### src/rtl/serdes_pkg.sv
// Shared types and defaults for the serializer / deserializer pair.
package serdes_pkg;

    // Default word width, shared by both ends of the serial link.
    localparam int DEFAULT_DATA_WIDTH = 8;

    // Serializer control states: line idle, or shifting word bits out.
    typedef enum logic {
        IDLE  = 1'b0,
        SHIFT = 1'b1
    } ser_state_t;

endpackage

### src/rtl/word_hold_register.sv
// One-word holding register in front of the serializer's shifter.
// A word is taken from upstream whenever the register is empty. The shifter
// FSM empties it with the take strobe when it loads the word.
module word_hold_register #(
    parameter int DATA_WIDTH = 8
) (
    input  logic                  clk,
    input  logic                  reset,
    input  logic [DATA_WIDTH-1:0] word_data,
    input  logic                  word_valid,
    input  logic                  take,
    output logic [DATA_WIDTH-1:0] hold_data,
    output logic                  hold_valid,
    output logic                  ready
);

    logic [DATA_WIDTH-1:0] hold_data_reg;
    logic                  hold_valid_reg;

    // Capture a word when empty. Take and accept never coincide, because
    // take needs a full register and accept needs an empty one.
    always_ff @(posedge clk or posedge reset) begin
        if (reset) begin
            hold_data_reg  <= '0;
            hold_valid_reg <= 1'b0;
        end else if (take) begin
            hold_valid_reg <= 1'b0;
        end else if (word_valid && !hold_valid_reg) begin
            hold_data_reg  <= word_data;
            hold_valid_reg <= 1'b1;
        end
    end

    assign hold_data  = hold_data_reg;
    assign hold_valid = hold_valid_reg;
    // Ready comes straight from the flop, so there is no combinational path from valid.
    assign ready      = !hold_valid_reg;

endmodule

### src/rtl/parallel_to_serial_converter.sv
// Parallel-to-serial converter: shifts words out LSB first, one bit per
// clock. The holding register lets the next word follow the last bit of the
// current one with no idle bit in between.
module parallel_to_serial_converter
    import serdes_pkg::*;
#(
    parameter int DATA_WIDTH = DEFAULT_DATA_WIDTH
) (
    input  logic                  clk,
    input  logic                  reset,
    input  logic [DATA_WIDTH-1:0] parallelDataIn,
    input  logic                  dataValid,
    output logic                  dataReady,
    output logic                  serialDataOut,
    output logic                  frameStart,
    output logic                  busy
);

    localparam int CW = (DATA_WIDTH > 1) ? $clog2(DATA_WIDTH) : 1;
    localparam logic [CW-1:0] LAST_BIT = CW'(DATA_WIDTH - 1);

    generate
        if (DATA_WIDTH < 2) begin : g_width_check
            $error("parallel_to_serial_converter: DATA_WIDTH must be >= 2");
        end
    endgenerate

    ser_state_t            state_reg, state_next;
    logic [DATA_WIDTH-1:0] shifter_reg, shifter_next;
    logic [CW-1:0]         bit_count_reg, bit_count_next;
    logic                  frame_start_reg, frame_start_next;

    logic                  take;
    logic [DATA_WIDTH-1:0] hold_data;
    logic                  hold_valid;

    word_hold_register #(
        .DATA_WIDTH(DATA_WIDTH)
    ) u_hold (
        .clk       (clk),
        .reset     (reset),
        .word_data (parallelDataIn),
        .word_valid(dataValid),
        .take      (take),
        .hold_data (hold_data),
        .hold_valid(hold_valid),
        .ready     (dataReady)
    );

    // Next-state logic: load from hold when free, shift, or go back to idle.
    always_comb begin
        state_next       = state_reg;
        shifter_next     = shifter_reg;
        bit_count_next   = bit_count_reg;
        frame_start_next = 1'b0;
        take             = 1'b0;
        case (state_reg)
            IDLE: begin
                if (hold_valid) begin
                    take             = 1'b1;
                    shifter_next     = hold_data;
                    bit_count_next   = '0;
                    frame_start_next = 1'b1;
                    state_next       = SHIFT;
                end
            end
            SHIFT: begin
                if (bit_count_reg != LAST_BIT) begin
                    shifter_next   = shifter_reg >> 1;
                    bit_count_next = bit_count_reg + 1'b1;
                end else if (hold_valid) begin
                    // Last bit is on the line and the next word is waiting:
                    // reload so the next word follows with no gap.
                    take             = 1'b1;
                    shifter_next     = hold_data;
                    bit_count_next   = '0;
                    frame_start_next = 1'b1;
                end else begin
                    // Clearing the shifter keeps the idle line at 0.
                    state_next     = IDLE;
                    shifter_next   = '0;
                    bit_count_next = '0;
                end
            end
            default: begin
                state_next     = IDLE;
                shifter_next   = '0;
                bit_count_next = '0;
            end
        endcase
    end

    // State, shifter, bit counter and frame marker registers.
    always_ff @(posedge clk or posedge reset) begin
        if (reset) begin
            state_reg       <= IDLE;
            shifter_reg     <= '0;
            bit_count_reg   <= '0;
            frame_start_reg <= 1'b0;
        end else begin
            state_reg       <= state_next;
            shifter_reg     <= shifter_next;
            bit_count_reg   <= bit_count_next;
            frame_start_reg <= frame_start_next;
        end
    end

    assign serialDataOut = shifter_reg[0];
    assign frameStart    = frame_start_reg;
    assign busy          = (state_reg == SHIFT);

endmodule
### config.mk
export PLATFORM = sky130hd
export DESIGN_NAME = parallel_to_serial_converter
export DESIGN_NICKNAME = d
export VERILOG_FILES = /design/src/rtl/serdes_pkg.sv /design/src/rtl/word_hold_register.sv /design/src/rtl/parallel_to_serial_converter.sv
export SDC_FILE = /design/constraint.sdc
export NUM_CORES = 1
export LEC_CHECK = 0
export ABC_AREA = 1
export CAP_MARGIN = 5
export CORE_MARGIN = 3
export CORE_UTILIZATION = 55
export DETAILED_ROUTE_END_ITERATION = 7
export PLACE_DENSITY = 0.8
export SLEW_MARGIN = 20
export SYNTH_ARGS = -nofsm -noshare
export SYNTH_HDL_FRONTEND = slang
export SYNTH_SLANG_ARGS = --single-unit
### constraint.sdc
create_clock -name clk -period 3.2 [get_ports clk]
set_input_delay 0.64 -clock clk [delete_from_list [all_inputs] [get_ports clk]]
set_output_delay 0.64 -clock clk [all_outputs]
set_load 0.05 [all_outputs]
# Word level (Yosys, flattened, before mapping)
# Index checks and enable logic that the tools add are counted.
# classes
add_sub_neg	1
eq_ne	2
n_mux	14
n_bitwise	2
n_reduce_logical	4
# op_table
operator	count
$mux 8	3
$pmux 8 s2	1
$mux 3	2
$pmux 3 s2	1
$mux 1	5
$pmux 1 s2	2
$add 3x1->3 const B	1
$ne 3x3->1 const B	1
$ne 2x1->1 const B	1
$not 1->1	2
$reduce_and 2->1	1
$reduce_bool 2->1	1
$logic_and 1x1->1	1
$logic_not 1->1	1
# totals
regBits	22
output_inout_bits	4

# Logic depth before layout (Yosys ltp)
# depth
ltp_word	5
depth_mapped	7

# Hierarchy
# Synthesis repeated with hierarchy kept, for this count alone.
# hier_totals
hier_cells	128
hier_area_um2	1098.6
# by_module_without_submodules
module	instances	cells_per_inst	area_per_inst_um2	seq_area_each_um2
parallel_to_serial_converter	1	88	714.4	325.3
word_hold_register	1	40	384.1	225.2

# Least setup slack after synthesis
# OpenSTA, ideal clock, no wires.
# synth_timing
path_kind	register -> register
from	register state_reg, in the netlist busy
to	register shifter_reg[5]
arrival_time_ns	1.225
setup_slack_ns	1.858
stages_incl_launch_ff	8
n_path_buf	2
cell_sequence	dfrtp_1 buf_6 inv_8 nand2_8 buf_12 nand2_2 nor2_1 nor2_1
# synth_via
elab_chain_len	2
# synth_lines
element	line_no	rtl
start, declared	parallel_to_serial_converter.sv:28	ser_state_t state_reg, state_next;
start signal, assigned	parallel_to_serial_converter.sv:101	state_reg <= state_next;
$not 1->1	n/a	
$pmux 8 s2 or $ne 2x1->1 (tied branches)	n/a	
end signal, assigned	parallel_to_serial_converter.sv:102	shifter_reg <= shifter_next;
end, declared	parallel_to_serial_converter.sv:29	logic [DATA_WIDTH-1:0] shifter_reg, shifter_next;
# Parallel ways exist; a longest one is shown, timed or not.
# A chain may end at the register's enable or synchronous reset.

# Worst setup path after layout
# layout_timing
from	register u_hold.hold_valid_reg, in the netlist u_hold.hold_valid
to	output dataReady
# layout_via
elab_chain_len	1
# layout_lines
element	line_no	rtl
start, declared	word_hold_register.sv:18	logic hold_valid_reg;
start signal, assigned	word_hold_register.sv:25	hold_valid_reg <= 1'b0;
start signal, assigned	word_hold_register.sv:27	hold_valid_reg <= 1'b0;
start signal, assigned	word_hold_register.sv:30	hold_valid_reg <= 1'b1;
$logic_not 1->1	word_hold_register.sv:37	assign ready = !hold_valid_reg;
end, declared	parallel_to_serial_converter.sv:13	output logic dataReady,
# Every way passes these cells.

==> results.py <==
metrics = {
    "global_routing": {
        "grt_max_degree": 23,
        "grt_usage": 0.155,
        "grt_pass1_wl_mm": 2.92,
        "grt_pass1_vias": 644,
        "grt-ovfl-total": 0,
        "antenna_found_initial": 0,
    },
    "synth": {
        "synth_seq_cells": 22,
        "avgSynthCellArea_sq_um": 8.94,
        "syn_area_sq_um": 1050,
        "syn-num-nets": 132,
        "synth_seq_area_share": 0.522,
        "synth_cell_type_count": 17,
        "synth_warnings": 0,
        "syn_inst": 118,
    },
    "status": {
        "status": "finished clean",
    },
    "setup_path": {
        "worstSetupStartpointType": "flip-flop",
        "ff2ff_path_depth": 7,
        "endpoint_kind": "primary output",
        "r2r_start": "bit_count_reg[0]$_DFFE_PP0P_",
        "arrival_ns": 1.74,
        "criticalPathCategory": "flip-flop to primary output",
        "r2r-end": "shifter_reg[6]$_DFFE_PP0P_",
        "ff2ff_setup_slack_ns": 1.76,
        "cp_max_fo": 10,
        "worstPathRequired_ns": 2.56,
    },
    "sta": {
        "setup_viol": 0,
        "max_freq_mhz": 421,
        "fin_crit_sh": 0.743,
        "rsz0062_at_grt": "no",
        "hold_viol_final": 0,
        "whs_ns": 0.486,
        "clock_skew_ns": 0.00707,
        "tns_ns": 0,
        "slew_headroom": 0.457,
        "tightest_slew_ns": 0.813,
        "fin_crit_ns": 2.38,
        "slew_violations": 0,
    },
    "floorplanning": {
        "rows": 15,
        "coreArea_sq_um": 1760,
        "ios": 15,
        "die_w_um": 49.8,
        "dieArea_sq_um": 2480,
        "initial_utilization": 0.598,
        "die_h_um": 49.8,
    },
    "clocking": {
        "numCtsBuffers": 3,
        "cts_setup_buffers": 0,
        "clockRootBuffer": "clkbuf_4",
        "post_cts_resized": 0,
        "path_clk_slew_ns": 0.11,
        "clock_latency_ns": 0.31,
        "cts_sinks": 22,
        "clockBufferDepth": 2,
        "hold_buffers": 0,
        "h-tree-depth": 1,
        "cts_tree": "yes",
    },
    "detailed_routing": {
        "via_per_inst": 4.87,
        "wl_per_cell_um": 10.5,
        "dr.pass1.iters": 4,
        "drt_iter0_drc": 12,
        "drc_errors": 0,
        "ant_nets": 0,
        "routed_wl_mm": 1.66,
        "num_vias": 770,
    },
    "finish": {
        "design_area_sq_um": 1220,
        "diodes": 0,
        "area_delta_synth_final_pct": 15.3,
        "layout-drive-gt1-share": 0.0902,
        "fill_cells": 156,
        "layout.nets": 148,
    },
    "placed_design": {
        "placed_area_sq_um": 1180,
        "port_buffers": 14,
        "hpwl_mm": 1.16,
        "finalWeightedCongestion": 0.723,
    },
    "flow_run": {
        "cap_violations": 0,
    },
    "min_path": {
        "hp-class": "flip-flop to flip-flop",
        "hold_path_depth": 1,
        "worstHoldStart": "bit_count_reg[0]$_DFFE_PP0P_",
        "worstHoldEndpoint": "bit_count_reg[0]$_DFFE_PP0P_",
    },
    "power_and_ir_drop": {
        "leakage_nw": 0.633,
        "powerDensity_nw_per_um2": 945,
        "vdd.ir_drop.worst_mv": 0.652,
    },
}
-- where the power goes --
part,switching (W),total [W],internal (W)
combinational,0.000347,0.000537,0.000190
sequential,0.0000565,0.000459,0.000402
clock,0.0000831,0.000153,0.0000695
-- area by class of cell --
cell class / count / area [sq um] / area share
clock buffer: 4 / 36.3 / 0.0298
inverter: 11 / 51.3 / 0.0422
multi-input combinational: 81 / 399 / 0.328
sequential: 22 / 551 / 0.453
tap: 25 / 31.3 / 0.0257
timing repair buffer: 15 / 148 / 0.121
-- worst max-delay path by stage --
stage | to | slack (ns) | from
floorplan | shifter_reg[5]$_DFFE_PP0P_ | 1.86 | busy$_DFF_PP0_
global route | busy | 0.77 | busy$_DFF_PP0_
finish | dataReady | 0.82 | u_hold.hold_valid$_DFFE_PP0P_
global placement | busy | 1.18 | busy$_DFF_PP0_
CTS | dataReady | 0.82 | u_hold.hold_valid$_DFFE_PP0P_
detailed placement | busy | 1.17 | busy$_DFF_PP0_
-- cells in the mapped netlist --
| cell | n | share of area |
|---|---|---|
| nor2_1 | 30 | 0.11 |
| dfrtp_1 | 22 | 0.52 |
| a21oi_1 | 15 | 0.071 |
| nand2_1 | 15 | 0.053 |
| nand3_1 | 11 | 0.052 |
| inv_1 | 8 | 0.028 |
| buf_6 | 3 | 0.032 |
| ha_1 | 3 | 0.036 |
| nand2_2 | 2 | 0.012 |
| o21ai_0 | 2 | 0.0095 |
| a21oi_2 | 1 | 0.0083 |
| buf_12 | 1 | 0.019 |
| clkinv_1 | 1 | 0.0036 |
| inv_4 | 1 | 0.0059 |
| inv_8 | 1 | 0.011 |
| nand2_4 | 1 | 0.011 |
| nand2_8 | 1 | 0.019 |
-- cells by family after synthesis --
group,share of synthesized area
buffers and inverters,0.0996
flip-flops,0.522
adder cells (fa/ha/maj),0.0356
AO/OA/AOI/OAI,0.0890
AND/OR/NAND/NOR,0.254
-- through the flow --
step                       util  setup WS (ns)  std cells  power, W
final                     0.689          0.822        158   0.00115
after global routing      0.689          0.773        158   0.00125
after CTS                 0.689          0.818        158   0.00116
after detailed placement  0.669           1.17        154   0.00100
after global placement    0.669           1.18        154  0.000985
after floorplan               -           1.86        118  0.000902
-- worst max-delay path, stage by stage, from the launching register on --
cell and delay [ns]:
dfrtp_1 0.45, inv_4 0.16, clkdlybuf4s50_1 0.83
-- metal layers --
| layer | up-vias | GRT usage | part of all wire |
|---|---|---|---|
| met5 | - | 0 | 0 |
| met4 | 0 | 0.0691 | 0.020 |
| met3 | 5 | 0.0272 | 0.037 |
| met2 | 14 | 0.227 | 0.43 |
| met1 | 344 | 0.223 | 0.52 |
| li1 | 407 | - | - |
-- layout by cell type (no fill, tap or decap), types with 2 or more instances in the layout --
cell type        netlist  final
nor2_1                30     30
clkdlybuf4s50_1        0     14
dfrtp_1               22     22
ha_1                   3      3
nand2_2                2      2
nand3_1               11     11
o21ai_0                2      2
nand2_1               15     15
clkbuf_4               0      3
a21oi_1               15     15
inv_1                  8      8
No activity file was read; power rests on OpenSTA's default activity.
